File: config.mk
export PLATFORM = sky130hd
export DESIGN_NAME = rx_uart
export DESIGN_NICKNAME = d
export VERILOG_FILES = /design/src/rtl/uart_pkg.sv /design/src/rtl/sync_2ff.sv /design/src/rtl/rx_uart.sv
export SDC_FILE = /design/constraint.sdc
export NUM_CORES = 1
export LEC_CHECK = 0
export CORE_MARGIN = 3
export CORE_UTILIZATION = 35
export CTS_CLUSTER_DIAMETER = 40
export CTS_CLUSTER_SIZE = 24
export DETAILED_ROUTE_END_ITERATION = 8
export DONT_BUFFER_PORTS = 1
export PLACE_DENSITY = 0.47
export SYNTH_ARGS = -nofsm -noshare
export SYNTH_HDL_FRONTEND = slang
export SYNTH_HIERARCHICAL = 1
export SYNTH_SLANG_ARGS = --single-unit
File: constraint.sdc
create_clock -name i_clk -period 1.8 [get_ports i_clk]
set_input_delay 0.18 -clock i_clk [delete_from_list [all_inputs] [get_ports i_clk]]
set_output_delay 0.18 -clock i_clk [all_outputs]
set_load 0.05 [all_outputs]
File: src/rtl/uart_pkg.sv
// Shared UART definitions: FSM state encoding and default frame parameters,
// used by both rx_uart and tx_uart.
package uart_pkg;

    localparam int DATA_BITS_DEF = 8;
    localparam int N_TICKS_DEF   = 16;
    localparam int SB_TICKS_DEF  = 16;

    localparam logic [1:0] ST_IDLE  = 2'b00;
    localparam logic [1:0] ST_START = 2'b01;
    localparam logic [1:0] ST_DATA  = 2'b10;
    localparam logic [1:0] ST_STOP  = 2'b11;

    function automatic int max_int(input int a, input int b);
        return (a > b) ? a : b;
    endfunction

endpackage

File: src/rtl/sync_2ff.sv
// Two-flop synchroniser for a single asynchronous input; the reset value is
// chosen so the output shows the input's inactive level straight out of reset.
module sync_2ff #(
    parameter logic RESET_VAL = 1'b0
) (
    input  logic i_clk,
    input  logic i_reset,
    input  logic i_d,
    output logic o_q
);

    logic [1:0] sync_q;

    // NOTE: sequential state always uses non-blocking assignments so every flop
    // samples the pre-edge value of its neighbours.
    always_ff @(posedge i_clk or negedge i_reset) begin
        if (!i_reset) begin
            sync_q <= {2{RESET_VAL}};
        end else begin
            sync_q <= {sync_q[0], i_d};
        end
    end

    assign o_q = sync_q[1];

endmodule

File: src/rtl/rx_uart.sv
// UART receiver: oversampled start/data/stop framing with a one-clock done
// strobe, held data word and framing-error flag.
module rx_uart
    import uart_pkg::*;
#(
    parameter int DATA_BITS = DATA_BITS_DEF,
    parameter int N_TICKS   = N_TICKS_DEF,
    parameter int SB_TICKS  = SB_TICKS_DEF
) (
    input  logic                 i_clk,
    input  logic                 i_reset,
    input  logic                 i_ticks,
    input  logic                 i_data_in,
    output logic                 o_rx_done,
    output logic [DATA_BITS-1:0] o_data_out,
    output logic                 o_frame_error
);

    localparam int S_W = $clog2(max_int(N_TICKS, SB_TICKS));
    localparam int N_W = (DATA_BITS > 1) ? $clog2(DATA_BITS) : 1;

    localparam logic [S_W-1:0] S_HALF = S_W'(N_TICKS / 2 - 1);
    localparam logic [S_W-1:0] S_BIT  = S_W'(N_TICKS - 1);
    localparam logic [S_W-1:0] S_STOP = S_W'(SB_TICKS - 1);
    localparam logic [N_W-1:0] N_LAST = N_W'(DATA_BITS - 1);

    logic                 rx_s;
    logic [1:0]           state,       state_n;
    logic [S_W-1:0]       s_cnt,       s_cnt_n;
    logic [N_W-1:0]       n_cnt,       n_cnt_n;
    logic [DATA_BITS-1:0] shift,       shift_n;
    logic [DATA_BITS-1:0] data_q,      data_n;
    logic                 frame_err_q, frame_err_n;
    logic                 done_q,      done_n;

    // Line idles high, so the synchroniser comes out of reset reading "idle".
    sync_2ff #(
        .RESET_VAL (1'b1)
    ) u_sync_rx (
        .i_clk   (i_clk),
        .i_reset (i_reset),
        .i_d     (i_data_in),
        .o_q     (rx_s)
    );

    always_ff @(posedge i_clk or negedge i_reset) begin
        if (!i_reset) begin
            state       <= ST_IDLE;
            s_cnt       <= '0;
            n_cnt       <= '0;
            shift       <= '0;
            data_q      <= '0;
            frame_err_q <= 1'b0;
            done_q      <= 1'b0;
        end else begin
            state       <= state_n;
            s_cnt       <= s_cnt_n;
            n_cnt       <= n_cnt_n;
            shift       <= shift_n;
            data_q      <= data_n;
            frame_err_q <= frame_err_n;
            done_q      <= done_n;
        end
    end

    always_comb begin
        // NOTE: every combinational output gets a default first, so no path
        // through the case leaves a signal unassigned and no latch is inferred.
        state_n     = state;
        s_cnt_n     = s_cnt;
        n_cnt_n     = n_cnt;
        shift_n     = shift;
        data_n      = data_q;
        frame_err_n = frame_err_q;
        done_n      = 1'b0;

        case (state)
            ST_IDLE: begin
                if (!rx_s) begin
                    state_n = ST_START;
                    s_cnt_n = '0;
                end
            end
            ST_START: begin
                if (i_ticks) begin
                    if (s_cnt == S_HALF) begin
                        // A start bit that has gone high again by mid-bit was a glitch.
                        if (!rx_s) begin
                            state_n = ST_DATA;
                            s_cnt_n = '0;
                            n_cnt_n = '0;
                        end else begin
                            state_n = ST_IDLE;
                        end
                    end else begin
                        s_cnt_n = s_cnt + S_W'(1);
                    end
                end
            end
            ST_DATA: begin
                if (i_ticks) begin
                    if (s_cnt == S_BIT) begin
                        shift_n = DATA_BITS'({rx_s, shift} >> 1);
                        s_cnt_n = '0;
                        if (n_cnt == N_LAST) begin
                            state_n = ST_STOP;
                        end else begin
                            n_cnt_n = n_cnt + N_W'(1);
                        end
                    end else begin
                        s_cnt_n = s_cnt + S_W'(1);
                    end
                end
            end
            ST_STOP: begin
                if (i_ticks) begin
                    if (s_cnt == S_STOP) begin
                        state_n     = ST_IDLE;
                        data_n      = shift;
                        frame_err_n = ~rx_s;
                        done_n      = 1'b1;
                    end else begin
                        s_cnt_n = s_cnt + S_W'(1);
                    end
                end
            end
            default: state_n = ST_IDLE;
        endcase
    end

    assign o_rx_done     = done_q;
    assign o_data_out    = data_q;
    assign o_frame_error = frame_err_q;

endmodule

After elaboration in Yosys (flattened, before gate mapping). Index checks and enable logic that the tools add are counted.

Add/subtract/negate cells: 2. Equality and inequality tests: 17. Mux-type cells: 28. Bitwise logic cells: 1. Reduce and logical (&&, ||, !) cells: 7.

Operators by type and width (number): $mux 4 (7); $ne 2x2->1 const B (11); $mux 2 (9); $mux 3 (6); $pmux 4 s4 (1); $pmux 2 s4 (1); $reduce_and 8->1 (1); $reduce_and 7->1 (1); $pmux 3 s2 (1); $reduce_and 3->1 (2); $add 4x1->4 const B (1); $eq 2x2->1 const B (2); $eq 4x3->1 const B (1); $eq 4x4->1 const B (1); $reduce_and 4->1 (1); $add 3x1->3 const B (1); $eq 3x3->1 const B (1); $mux 1 (3); $eq 2x1->1 const B (1); $logic_not 2->1 (1); $reduce_bool 2->1 (1); $not 1->1 (1).

Bits in registers: 29. Input bits: 4. Output and inout port bits: 10. Logic and storage cells: 63.

Depth between registers and ports, before layout. Gate-level depths: netlist (run 1).

Word-level depth: 5. Depth in mapped cells: 5.

Cells and area by module. The synthesis (run 1) kept the hierarchy.

By module, submodules not included: rx_uart (times used 1, cells an instance 104, area an instance 1286.2 µm²); sync_2ff (times used 1, cells an instance 2, area an instance 52.6 µm²).

Worst setup path before layout (run 1). No wires, ideal clock.

Path type: reg-to-reg. Start: register s_cnt[0]. End: register shift[0]. Library setup time: 0.125 ns. Arrival time: 1.484 ns. Required time: 1.675 ns. Setup slack: 0.191 ns. Cell stages (with the launch flop): 5. Path buffers: 0. Path through: dfrtp_1 > ha_1 > nand3_4 > nor3_4 > mux2_2.

Word-level cells in the longest chain between the ends: 2.

Ends and longest elaborated chain: from (decl) (RTL line rx_uart.sv:29) `logic [S_W-1:0] s_cnt, s_cnt_n;`; from (signal assigned) (RTL line rx_uart.sv:57) `s_cnt <= s_cnt_n;`; $eq 4x4->1 (RTL line rx_uart.sv:102) `if (s_cnt == S_BIT) begin`; $reduce_and 3->1 (no source line); to (signal assigned) (RTL line rx_uart.sv:59) `shift <= shift_n;`; to (decl) (RTL line rx_uart.sv:31) `logic [DATA_BITS-1:0] shift, shift_n;`.

No other way between the ends. A chain may end at the register's enable or synchronous reset.

Final worst setup path (run 1).
Start: register state[0]. End: register n_cnt[2].

Word-level cells in the longest chain between the ends: 3. Elaborated cells on any way between the ends: 11.

Ends and longest elaborated chain: from (decl) (RTL line rx_uart.sv:28) `logic [1:0] state, state_n;`; from (signal assigned) (RTL line rx_uart.sv:56) `state <= state_n;`; $eq 2x1->1 / $eq 2x2->1 (equally long branches) (RTL line rx_uart.sv:77) `case (state)`; $ne 2x2->1 (no source line) / $reduce_bool 2->1 (equally long branches); $reduce_and 7->1 (no source line); to (signal assigned) (RTL line rx_uart.sv:58) `n_cnt <= n_cnt_n;`; to (decl) (RTL line rx_uart.sv:30) `logic [N_W-1:0] n_cnt, n_cnt_n;`.

Several ways; a longest one is shown, not always the timed one.

==> run summary, run 1 <==
The number of sinks handled by clock tree synthesis was 29. Yosys printed 6 warnings. The class of the tightest hold or removal check was in -> reg.

By area, the combinational part of the netlist is dominated by multiplexers. Counting the fill cells in the layout gives 340. The logs give 2440 um for the final wirelength and 1.29 mW for the internal power summed over all cells.

The tools report the total half-perimeter wirelength after legalization and detailed placement as 1650 um. For the arrival time of data at the critical path endpoint, the log shows 1.83 ns. The final number of hold-violating endpoints was 0.

The logs give 38.3% for the effective utilization at floorplan and 0 for the number of max-slew violations in the final report. The worst setup path is captured at a register. For this design the top-level I/O count stands at 14. The category of the most critical setup path is reg -> reg. The first global-routing pass estimated 4290 um of wire. Ranked by total cell area, the synthesized netlist is headed by sky130_fd_sc_hd__dfrtp_1 (50%), sky130_fd_sc_hd__mux2_2 (14%), sky130_fd_sc_hd__dfstp_2 (3.9%), sky130_fd_sc_hd__ha_1 (2.8%), sky130_fd_sc_hd__a22o_1 (2.6%). The pin count of the biggest net entering global routing was 30; the final standard cell count with taps included and fillers excluded was 161.

Each instance of the synthesized netlist takes up on average 12.6 sq um. Counting tap cells, the placed design contains a total of 150 instances. The required time of the critical path is 1.96 ns, and the xor/xnor cell area share of the yosys netlist is 0%.

Using the TritonRoute via totals, the vias-per-cell ratio works out to 5.31. Counting flops and latches in the post-synthesis netlist gives 29. The number of DRC markers in iteration 0 came out at 38.

The total via count in the routed design is 855. The tools report the number of buffers created by CTS as 5. The first detailed-routing pass took 4 iterations. The biggest fanout along the worst timing path is 14, and the worst-case setup margin in the final layout is 0.135 ns. TritonCTS built the clock tree. Counting along the longest clock path gives a buffer depth of 2.

The analysis attributes to net switching a power of 0.550 mW. For the worst-skew pair, the clock arrives at the later sink with an insertion delay of 0.28 ns. The prevailing post-synth register cell is sky130_fd_sc_hd__dfrtp_1. Summing the areas of all compound-gate instances in the mapped netlist gives 13.2% of the synthesized area. The shortest period the worst path allows was 1.67 ns; the share of cells above drive strength 1 was 31.3%.

The run gives 67.8% as the relative max-transition margin. After clock tree synthesis, the clock-pin slew on the worst setup and hold paths is 0.06 ns. Dividing the detail-routed wire length by the instance count gives 15.2 um. Timing analysis after detailed placement gives a worst setup slack of 0.0991 ns.

The logs give 106 for the cell count after synthesis and 121 for the total number of nets in the final design. The sequential fraction of design power was 44.1%; the static leakage was 0.718 nW. The count of port buffers added during placement is 0. The top cell types in the final layout, fill and taps aside, are sky130_fd_sc_hd__dfrtp_1 (27), sky130_fd_sc_hd__mux2_2 (17), sky130_fd_sc_hd__nand2_1 (6). The floorplan has 21 rows. The tools report the root buffer cell as sky130_fd_sc_hd__clkbuf_8.

The final worst hold slack is 0.144 ns. The flow ran to the end, and the final reports show no timing, DRC or antenna violations. The total congestion overflow was 0; the number of antenna violations at the first check in global routing was 0.

The fraction of synthesis flops using an asynchronous set or reset pin is 100%, and the highest attainable clock frequency is 0.600 GHz. The buffers inserted during post-CTS setup optimization came out at 0. The routability congestion estimate is 0.751, and the worst setup skew after layout is 0.00473 ns. In this run, synthesis inferred 0 flip-flops with an integrated enable.

The tools report the number of global-route vias before repair as 900. Measured along the x axis, the die boundary spans 67.8 um. The switching share of power came out at 29.9%. The tools report the startpoint type of the worst setup path as a register. The cell type contributing the most total cell area after synthesis was sky130_fd_sc_hd__dfrtp_1.

Setup violations remaining at the end of the flow were counted as 0. Per report_power, the clock group accounts for 36.5% of the total. After detailed routing, the number of remaining DRC violations is 0.

For this design the ratio of total power to cell area is 1190 mW/mm^2. The portion of synthesized cell area occupied by the leading cell type was 50.5%; the number of inserted diodes was 0. The tool flagged a number of max-cap violations equal to 0.

Cells fill 44.3% of the core in the end. In this run the remaining antenna-violating nets after routing total 0. For the pin with the worst max-slew slack, the measured transition is 0.483 ns. The library cell used most frequently in the layout, excluding fill and tap cells, is sky130_fd_sc_hd__dfrtp_1. The net count of the mapped netlist is 113.

The run gives 0.00460 sq mm as the total die area. From synthesis to final layout, the design area changed by 15.7%. Post-synth design cell area: 0.00134 sq mm.

In the final timing run, aggregate negative setup slack is 0 ns. In this run the vertical extent of the chip is 67.8 um. For this run, the total global-route usage over all layers was measured as 12.8%.

The H-tree was split into 2 levels. In this run, distinct cell masters in the synthesized netlist total 35. The simple logic cell fraction of the synthesized area works out to 13.0%. Combinational cells account for 19.5% of the total power. Setup repair after global routing left no endpoint under its margin.

The worst vdd rail ir drop is 0.520 mV, and the share of synthesized cell area in full adder, half adder and majority cells is 2.80%. The proportion of synthesized area in mux cells came out at 14.3%. The floorplan core area came out at 0.00349 sq mm. Share of the cycle needed by the critical path after routing: 92.5%. Sequential elements use 54.4% of the synthesized area.
## layout make-up
| type | count | area [sq um] | area share (%) |
|---|---|---|---|
| clock buffers | 5 | 68.8 | 4.44 |
| clock inverters | 3 | 46.3 | 2.99 |
| inverters | 3 | 11.3 | 0.727 |
| multi-input cells | 70 | 582 | 37.6 |
| flip-flops and latches | 29 | 728 | 47.0 |
| well taps | 46 | 57.6 | 3.72 |
| repair buffers | 5 | 55.1 | 3.55 |
## worst max-delay path: stages, from the launching register on
cell and delay, ns:
sky130_fd_sc_hd__dfrtp_1 0.51, sky130_fd_sc_hd__nand2b_1 0.30, sky130_fd_sc_hd__o22ai_1 0.31, sky130_fd_sc_hd__o2111ai_1 0.21, sky130_fd_sc_hd__a22o_1 0.22
## state kept, by name (all words and copies together) (netlist names), named ones only
name              flops
state                 1
o_rx_done             1
o_frame_error         1
s_cnt                 4
u_sync_rx/sync_q      2
shift                 8
o_data_out            8
n_cnt                 3
## through the flow
step	cell area [sq um]	power [mW]
6_report	1550	1.84
5_1_grt	1550	1.96
4_1_cts	1550	1.87
3_5_place_dp	1390	1.15
3_3_place_gp	1390	1.16
2_1_floorplan	1340	1.09
## per-layer routing
layer | GRT usage [%] | vias to the layer above | wire length (um)
met3 | 4.93 | 5 | 106
li1 | - | 413 | -
met1 | 15.0 | 426 | 1100
met5 | 0 | - | 0
met4 | 5.21 | 0 | 41
met2 | 21.1 | 11 | 1190
## power groups by stage
stage / Clock (mW) / Combinational (mW) / Sequential [mW]
final: 0.670 / 0.358 / 0.810
after global routing: 0.732 / 0.403 / 0.825
after CTS: 0.699 / 0.359 / 0.807
after detailed placement: 0 / 0.334 / 0.818
after global placement: 0 / 0.339 / 0.820
after floorplan: 0 / 0.335 / 0.756
## final timing paths
path | start | end | slack [ns] | cells past startpoint
min in group asynchronous | i_reset | n_cnt[0] | 0.34 | 2
hold / removal | i_ticks | n_cnt[0] | 0.14 | 2
max in group asynchronous | i_reset | u_sync_rx/sync_q[0] | 1.21 | 2
setup reg to reg | state[0] | n_cnt[2] | 0.13 | 4
setup / recovery | state[0] | n_cnt[2] | 0.13 | 4
hold reg to reg | u_sync_rx/sync_q[0] | u_sync_rx/sync_q[1] | 0.36 | 0
## cell families after synthesis
group,Yosys count
flip-flops,29
AND/OR/NAND/NOR,27
AO/OA/AOI/OAI,23
multiplexers,17
buffers and inverters,7
adder cells (fa/ha/maj),3
## what timing repair did
| action | in CTS | in global routing |
|---|---|---|
| setup endpoints to repair | 0 | 8 |
| hold buffers | 3 | 0 |
| hold endpoints to repair | 30 | 0 |
| resized for setup | 0 | 1 |
## synthesized netlist by cell type, types with 2 or more instances
| cell type | number |
|---|---|
| sky130_fd_sc_hd__dfrtp_1 | 27 |
| sky130_fd_sc_hd__mux2_2 | 17 |
| sky130_fd_sc_hd__nand2_1 | 6 |
| sky130_fd_sc_hd__a22o_1 | 4 |
| sky130_fd_sc_hd__buf_2 | 4 |
| sky130_fd_sc_hd__nor3_1 | 4 |
| sky130_fd_sc_hd__and2_1 | 3 |
| sky130_fd_sc_hd__ha_1 | 3 |
| sky130_fd_sc_hd__inv_1 | 3 |
| sky130_fd_sc_hd__a21o_1 | 2 |
| sky130_fd_sc_hd__a21oi_1 | 2 |
| sky130_fd_sc_hd__dfstp_2 | 2 |
| sky130_fd_sc_hd__nand2b_1 | 2 |
| sky130_fd_sc_hd__nand3_1 | 2 |
| sky130_fd_sc_hd__nand3b_1 | 2 |
| sky130_fd_sc_hd__o2111ai_1 | 2 |
| sky130_fd_sc_hd__o21ai_0 | 2 |
| sky130_fd_sc_hd__o22ai_1 | 2 |
Note: power is estimated with default switching activity, not from simulation.
==> run 2, diff against run 1 <==
--- a/config.mk
+++ b/config.mk
@@ -5,6 +5,7 @@
 export SDC_FILE = /design/constraint.sdc
 export NUM_CORES = 1
 export LEC_CHECK = 0
+export ABC_AREA = 1
 export CORE_MARGIN = 3
 export CORE_UTILIZATION = 35
 export CTS_CLUSTER_DIAMETER = 40
==> run summary, run 2 <==
The run gives 0.280 ns (+0.145 ns) as the worst-case setup margin in the final layout. The portion of synthesized cell area occupied by the leading cell type was 49.8% (-0.70 points). The die outline width works out to 68.3 um (+0.64%). Leaving out fill and tap cells, the most frequent cell in the layout is sky130_fd_sc_hd__nand2_1.

The total via count in the routed design is 999 (+17%), and the count of port buffers added during placement is 0 (unchanged). The flow ran to the end, and the final reports show no timing, DRC or antenna violations. For the arrival time of data at the critical path endpoint, the log shows 1.69 ns (-0.14 ns). Setup repair after global routing left no endpoint under its margin.

The static leakage is 0.781 nW (+8.8%), and the transition time at the pin with the least slew margin is 0.496 ns (+0.0126 ns). The logs give 0 (unchanged) for the final number of hold-violating endpoints and 0.00369 sq mm (+5.5%) for the floorplan core area. The logs give 2 (unchanged) for the buffer depth of the longest clock path and 20 (-43%) for the number of distinct library cell variants in the gate-level netlist after synthesis.

The run gives 0 (unchanged) as the number of inserted diodes. The fraction of synthesis flops using an asynchronous set or reset pin is 100% (unchanged). The biggest fanout along the worst timing path was 5 (-9); the worst setup skew after layout was 0.00588 ns (+0.00114 ns). The pin count of the biggest net entering global routing is 30 (unchanged). The routability congestion estimate is 0.872 (+16%), and the number of buffers created by CTS is 5 (unchanged).

The share of the cycle needed by the critical path after routing came out at 84.4% (-8.1 points). Counting instances in the post-synthesis netlist gives the leading cell types as sky130_fd_sc_hd__nand2_1 (51), sky130_fd_sc_hd__dfrtp_1 (27), sky130_fd_sc_hd__inv_1 (21). The tools report the startpoint type of the worst setup path as a register. The total of flip-flops plus latches after synthesis was 29 (unchanged); the count of TritonRoute iterations in the first routing pass was 4 (unchanged).

The count of flip-flops with a built-in enable after synthesis is 0 (unchanged). The run gives 0.301 ns (+0.201 ns) as the post-placement setup slack. The run gives 1.97 ns (about the same) as the required time of the critical path. The worst vdd rail ir drop came out at 0.534 mV (+2.5%).

H-tree level count: 2 (unchanged). The final wirelength was 2450 um (+0.16%). The effective utilization at floorplan was 36.8% (-1.5 points); the total half-perimeter wirelength after legalization and detailed placement was 1650 um (about the same). The shortest period the worst path allows works out to 1.52 ns (-0.145 ns). TritonCTS built the clock tree.

The sequential element share of the synthesized area is 53.6% (-0.75 points). The logs give 0.00136 sq mm (+1.4%) for the post-synth design cell area and 0 (unchanged) for the number of antenna violations at the first check in global routing. The run gives 0.28 ns (about the same) as the worst-skew pair later-pin latency. For the final setup violation count, the log shows 0 (unchanged).

Setup total negative slack: 0 ns (unchanged). The most numerous cell type found on the critical path is sky130_fd_sc_hd__nand2_1. The number of global-route vias before repair is 888 (-1.3%), and the biggest cell delay along the critical path is 0.39 ns (-0.12 ns). For the number of max-slew violations in the final report, the log shows 0 (unchanged). The final antenna-violating net count came out at 0 (unchanged). For the number of sinks handled by clock tree synthesis, the log shows 29 (unchanged). The average routed wire per standard cell was 11.2 um (-26%).

The power density over cell area is 1220 mW/mm^2 (+2.7%), and the post-cts gate resize count is 0 (unchanged). The die height was 68.3 um (+0.64%); the number of DRC markers in iteration 0 was 74 (+95%). The clock slew at the register clock pins of the worst setup and hold paths works out to 0.06 ns (about the same). The library cells used most frequently in the layout, excluding fill and tap cells, are sky130_fd_sc_hd__nand2_1 (51), sky130_fd_sc_hd__dfrtp_1 (27), sky130_fd_sc_hd__inv_1 (21). The tools report the critical path capture point type as a register. The cell count after synthesis is 161 (+52%). For the total congestion overflow, the log shows 0 (unchanged).

The per-cell via count in the routed design is 4.56 (-14%). The min-delay analysis places its worst path in the category in -> reg. The most common cell in the synthesized netlist is sky130_fd_sc_hd__nand2_1. The tree is rooted in a sky130_fd_sc_hd__clkbuf_8. The tools report the row count as 22 (+4.8%).

Total of fill cells in the finished design: 391 (+15%). The cell type contributing the most total cell area after synthesis was sky130_fd_sc_hd__dfrtp_1. The tools report the buffers inserted during post-CTS setup optimization as 0 (unchanged).

The tools report the boundary pin count as 14 (unchanged). Among cell families on the critical path, the largest total delay comes from simple AND/OR/NAND/NOR gates. The run gives 4290 um (unchanged) as the wire length of the first global-routing pass. The share of cells above drive strength 1 is 12.9% (-18 points), and the yosys synthesis warning count is 6 (unchanged). The prevailing post-synth register cell was sky130_fd_sc_hd__dfrtp_1. The number of buffer and inverter stages on the critical path works out to 0 (unchanged). After synthesis, the cell types taking the most area are sky130_fd_sc_hd__dfrtp_1 (50%), sky130_fd_sc_hd__nand2_1 (14%), sky130_fd_sc_hd__o21ai_0 (6.3%), sky130_fd_sc_hd__inv_1 (5.8%), sky130_fd_sc_hd__dfstp_2 (3.9%). The total die area was 0.00466 sq mm (+1.3%).

The run gives 0 (unchanged) as the number of remaining DRC errors. Relative to the synthesized area, the layout overhead comes to 13.2%. The average size of a mapped cell is 8.43 sq um (-33%).

The critical path goes through ha_1 > nand3_2 > nand2_1 > nand2_1 > nor2_1 > nand3_1 > nand2_1 > nand2_1. The highest attainable clock frequency was 0.658 GHz (+9.6%). The worst setup path is of the reg -> reg kind. The total number of nets in the final design was 177 (+46%); the relative max-transition margin was 66.9% (-0.84 points). The overall power of the completed layout is 1.87 mW (+1.9%), and the total global routing track utilization is 12.8% (-0.058 points). For this design, the slowest cell found on the critical path is sky130_fd_sc_hd__dfrtp_1. The net count of the mapped netlist came out at 168 (+49%).

Max-capacitance violation count: 0 (unchanged).
[run 2: area by class of cell]
| type | instances | area (sq um) | area share [%] |
|---|---|---|---|
| tap | 48 | 60.1 | 3.91 |
| clock buffer | 7 | 86.3 | 5.62 |
| timing repair buffer | 4 | 47.5 | 3.09 |
| multi-input combinational | 107 | 520 | 33.9 |
| sequential | 29 | 728 | 47.4 |
| inverter | 23 | 86.3 | 5.62 |
| clock inverter | 1 | 7.51 | 0.489 |
[run 2: worst reg2reg max path, cell delays in order, from the launching register on]
cell,delay (ns)
sky130_fd_sc_hd__dfrtp_1,0.39
sky130_fd_sc_hd__ha_1,0.26
sky130_fd_sc_hd__nand3_2,0.17
sky130_fd_sc_hd__nand2_1,0.12
sky130_fd_sc_hd__nand2_1,0.05
sky130_fd_sc_hd__nor2_1,0.22
sky130_fd_sc_hd__nand3_1,0.10
sky130_fd_sc_hd__nand2_1,0.07
sky130_fd_sc_hd__nand2_1,0.05
[run 2: worst paths after layout]
path | to | cells past startpoint | from | slack (ns)
max | register | 8 | s_cnt[0] | 0.28
min | o_rx_done | 2 | i_ticks | 0.22
max reg2reg | register | 8 | s_cnt[0] | 0.28
min reg2reg | u_sync_rx/sync_q[1] | 0 | u_sync_rx/sync_q[0] | 0.35
max in group asynchronous | u_sync_rx/sync_q[0] | 2 | i_reset | 1.21
min in group asynchronous | o_data_out[3] | 2 | i_reset | 0.35
[run 2: report_power, final]
group	internal [mW]	switching (mW)	total (mW)
clock network	0.310	0.250	0.560
registers	0.730	0.0918	0.822
logic	0.165	0.326	0.491
[run 2: cells by family (layout without fill, tap and decap cells)]
logic type      count (synthesis)  after routing  synth area share [%]
buf+inv                        25             35                  8.02
xor+xnor                        1              1                 0.645
compound gates                 23             23                  9.03
fa+ha+maj                       3              3                  2.77
simple gates                   80             80                  25.9
flops                          29             29                  53.6
[run 2: per-layer routing]
metal	track usage [%]	up-vias	routed length (um)
met5	0	-	0
met4	5.71	0	54
met3	6.73	8	188
met2	16.4	21	1020
met1	17.4	451	1190
li1	-	519	-
[run 2: what timing repair did]
| item | 4_1_cts | 5_1_grt |
|---|---|---|
| hold endpoints to repair | 30 | 0 |
| hold buffers | 3 | 0 |
| endpoints found under the setup margin | 0 | 0 |
[run 2: metrics by stage]
| stage | hold WS (ns) | instance area [sq um] | util, % | cells |
|---|---|---|---|---|
| global route | 0.257 | 1540 | 41.7 | 219 |
| CTS | 0.211 | 1540 | 41.7 | 219 |
| floorplan | -0.116 | 1360 | - | 161 |
| detailed placement | -0.115 | 1400 | 38.0 | 208 |
| global placement | -0.115 | 1400 | 38.0 | 208 |
| finish | 0.217 | 1540 | 41.7 | 219 |
==> run 3, diff against run 2 <==
--- a/config.mk
+++ b/config.mk
@@ -5,7 +5,7 @@
 export SDC_FILE = /design/constraint.sdc
 export NUM_CORES = 1
 export LEC_CHECK = 0
-export ABC_AREA = 1
+export ABC_AREA = 0
 export CORE_MARGIN = 3
 export CORE_UTILIZATION = 35
 export CTS_CLUSTER_DIAMETER = 40
==> constraint.sdc (replaced) <==
create_clock -name i_clk -period 1.5 [get_ports i_clk]
set_input_delay 0.15 -clock i_clk [delete_from_list [all_inputs] [get_ports i_clk]]
set_output_delay 0.15 -clock i_clk [all_outputs]
set_load 0.05 [all_outputs]
==> run summary, run 3 (synthesis gave the netlist of run 1 again) <==
The flow ran to the end, but the final reports show violations. The final reports fail on setup timing. The final worst hold slack came out at 0.105 ns (-0.112 ns). For the total congestion overflow, the log shows 0 (unchanged). The share of cells above drive strength 1 works out to 47.9% (+35 points). The most common library cell in the layout ignoring fill and taps is sky130_fd_sc_hd__buf_4. Class of the tightest hold or removal check: in -> reg. The tools report the final number of hold-violating endpoints as 0 (unchanged). The worst hold path cell count works out to 2 (unchanged).

For the total area of sequential cells, the log shows 729 sq um (+0.17%). The shortest period the worst path allows is 1.52 ns (+0.00200 ns). The transition time at the pin with the least slew margin is 0.455 ns (-0.0407 ns), and the number of DRC markers in iteration 0 is 50 (-32%). The count of TritonRoute iterations in the first routing pass was 4 (unchanged).

In the layout the commonest cells are sky130_fd_sc_hd__buf_4 (30), sky130_fd_sc_hd__dfrtp_1 (26), sky130_fd_sc_hd__mux2_2 (9). The H-tree level count was 2 (unchanged). The layout overhead on the synthesized area works out to 36.4%.

TritonCTS built the clock tree. The biggest cell delay along the critical path works out to 0.40 ns (about the same). The run gives 0.00349 sq mm (-5.3%) as the floorplan core area. The power density over cell area came out at 1240 mW/mm^2 (+1.9%).

The total die area came out at 0.00460 sq mm (-1.3%). The logs give 0.881 nW (+13%) for the static leakage and 5 (unchanged) for the number of buffers created by CTS. The slack of the worst reg-to-reg path is -0.02 ns (-0.30 ns), and the average routed wire per standard cell is 14.7 um (+32%). The buffer depth of the longest clock path came out at 2 (unchanged). The startpoint type of the worst setup path is a register. The logs give -0.0589 ns (-0.360 ns) for the post-placement setup slack and 4980 um (+16%) for the wire length of the first global-routing pass. The worst-skew pair later-pin latency was 0.28 ns (about the same); the area of combinational cells with multiple inputs was 637 sq um (+22%). The total global routing track utilization is 14.9% (+2.1 points).

Number of global-route vias before repair: 1047 (+18%). The pin count of the biggest net entering global routing was 30 (unchanged). Number of max-slew violations in the final report: 0 (unchanged). The per-cell via count in the routed design came out at 5.16 (+13%). The effective utilization at floorplan is 38.3% (+1.5 points), and the total of fill cells in the finished design is 299 (-24%). The tools report the highest attainable clock frequency as 0.657 GHz (-0.13%). The number of antenna violations at the first check in global routing is 0 (unchanged).

For the row count, the log shows 21 (-4.5%). The total number of nets in the final design was 152 (-14%). For this design, the slowest cell found on the critical path is sky130_fd_sc_hd__dfrtp_1. The worst setup skew after layout was 0.00208 ns (-0.00380 ns). The worst setup path is captured at a register. Setup repair after global routing could not meet its margin everywhere. The routability congestion estimate is 0.816 (-6.4%), and the final setup violation count is 9 (+9).

The tools report the number of sinks handled by clock tree synthesis as 29 (unchanged). The run gives 2820 um (+15%) as the final wirelength. The total via count in the routed design is 990 (-0.90%). The boundary pin count was 14 (unchanged). The critical path in this run is classified as reg -> reg. The max-capacitance violation count was 0 (unchanged). The final antenna-violating net count came out at 0 (unchanged). The worst-case setup margin in the final layout was -0.0221 ns (-0.302 ns); the total half-perimeter wirelength after legalization and detailed placement was 2000 um (+21%). The clock slew at the register clock pins of the worst setup and hold paths is 0.06 ns (about the same), and the biggest fanout along the worst timing path is 6 (+1). The worst reg2reg path depth works out to 5 (-3). The die outline width is 67.8 um (-0.64%), and the count of port buffers added during placement is 0 (unchanged).

The share of the cycle needed by the critical path after routing was 101% (+17 points). The number of inserted diodes was 0 (unchanged); the die height was 67.8 um (-0.64%). The required time of the critical path is 1.66 ns (-0.31 ns), and the setup total negative slack is -0.129 ns (-0.129 ns). The tools report the worst vdd rail ir drop as 0.715 mV (+34%). For the relative max-transition margin, the log shows 69.7% (+2.7 points). The tools report the number of remaining DRC errors as 0 (unchanged). The arrival time of data at the critical path endpoint was 1.68 ns (about the same). Walking the worst path, the cells encountered are ha_4 > nand3_4 > nor3_4 > buf_6 > mux2_4. The root buffer cell is sky130_fd_sc_hd__clkbuf_8.
## run 3: changes by cell type in the layout (fill, tap and decap cells not counted), moves of 4 or more
| cell | before | now |
|---|---|---|
| sky130_fd_sc_hd__inv_1 | 21 | 3 |
| sky130_fd_sc_hd__nor2_1 | 12 | 1 |
| sky130_fd_sc_hd__nor3_1 | 0 | 4 |
| sky130_fd_sc_hd__nand2_1 | 51 | 6 |
| sky130_fd_sc_hd__a22o_1 | 0 | 4 |
| sky130_fd_sc_hd__buf_4 | 1 | 30 |
| sky130_fd_sc_hd__mux2_2 | 0 | 9 |
| sky130_fd_sc_hd__nand3_1 | 6 | 2 |
| sky130_fd_sc_hd__mux2_4 | 0 | 8 |
| sky130_fd_sc_hd__o21ai_0 | 17 | 1 |
## run 3: critical path, delay by kind of cell (launching register included)
family | cells | cell delay, ns
fa+ha+maj | 1 | 0.18
buf+inv | 1 | 0.16
flops | 1 | 0.40
mux | 1 | 0.30
simple gates | 2 | 0.37
## run 3: area by class of cell
class / count / share of cell area (%)
clock inverters: 2 / 0.548
well taps: 46 / 3.15
inverters: 3 / 0.617
clock buffers: 6 / 3.98
flip-flops and latches: 29 / 40.0
repair buffers: 36 / 16.9
multi-input cells: 70 / 34.9
## run 3: power by group
part | internal (mW) | switching (mW)
sequential | 0.850 | 0.0842
combinational | 0.387 | 0.344
clock | 0.320 | 0.281
total | 1.56 | 0.709
## run 3: path summary, 6_finish.rpt
kind	start	to
worst min register to register	u_sync_rx/sync_q[0]	u_sync_rx/sync_q[1]
worst min-delay path	i_ticks	n_cnt[0]
min in group asynchronous	i_reset	state[0]
max in group asynchronous	i_reset	u_sync_rx/sync_q[1]
worst max-delay path	s_cnt[0]	shift[2]
worst max register to register	s_cnt[0]	shift[2]
## run 3: what timing repair did
| action | CTS | global route |
|---|---|---|
| endpoints found under the setup margin | 13 | 19 |
| hold endpoints to repair | 30 | 0 |
| pin swaps | 2 | 2 |
| buffers inserted | 1 | 0 |
| hold buffers | 3 | 0 |
| gates resized for setup | 14 | 1 |
## run 3: routing by layer
layer | up-vias | global-route usage [%] | part of all wire (%)
met5 | - | 0 | 0
met4 | 0 | 6.70 | 1.9
met3 | 5 | 4.27 | 4.7
met2 | 23 | 24.1 | 50
met1 | 492 | 18.3 | 43
li1 | 470 | - | -
## run 3: metrics by stage
step	util, %	area, sq um	instances	total power, mW
global placement	47.0	1640	180	1.60
global route	52.2	1830	192	2.42
CTS	52.2	1820	192	2.29
finish	52.2	1830	192	2.27
floorplan	-	1350	106	1.33
detailed placement	47.0	1640	180	1.62
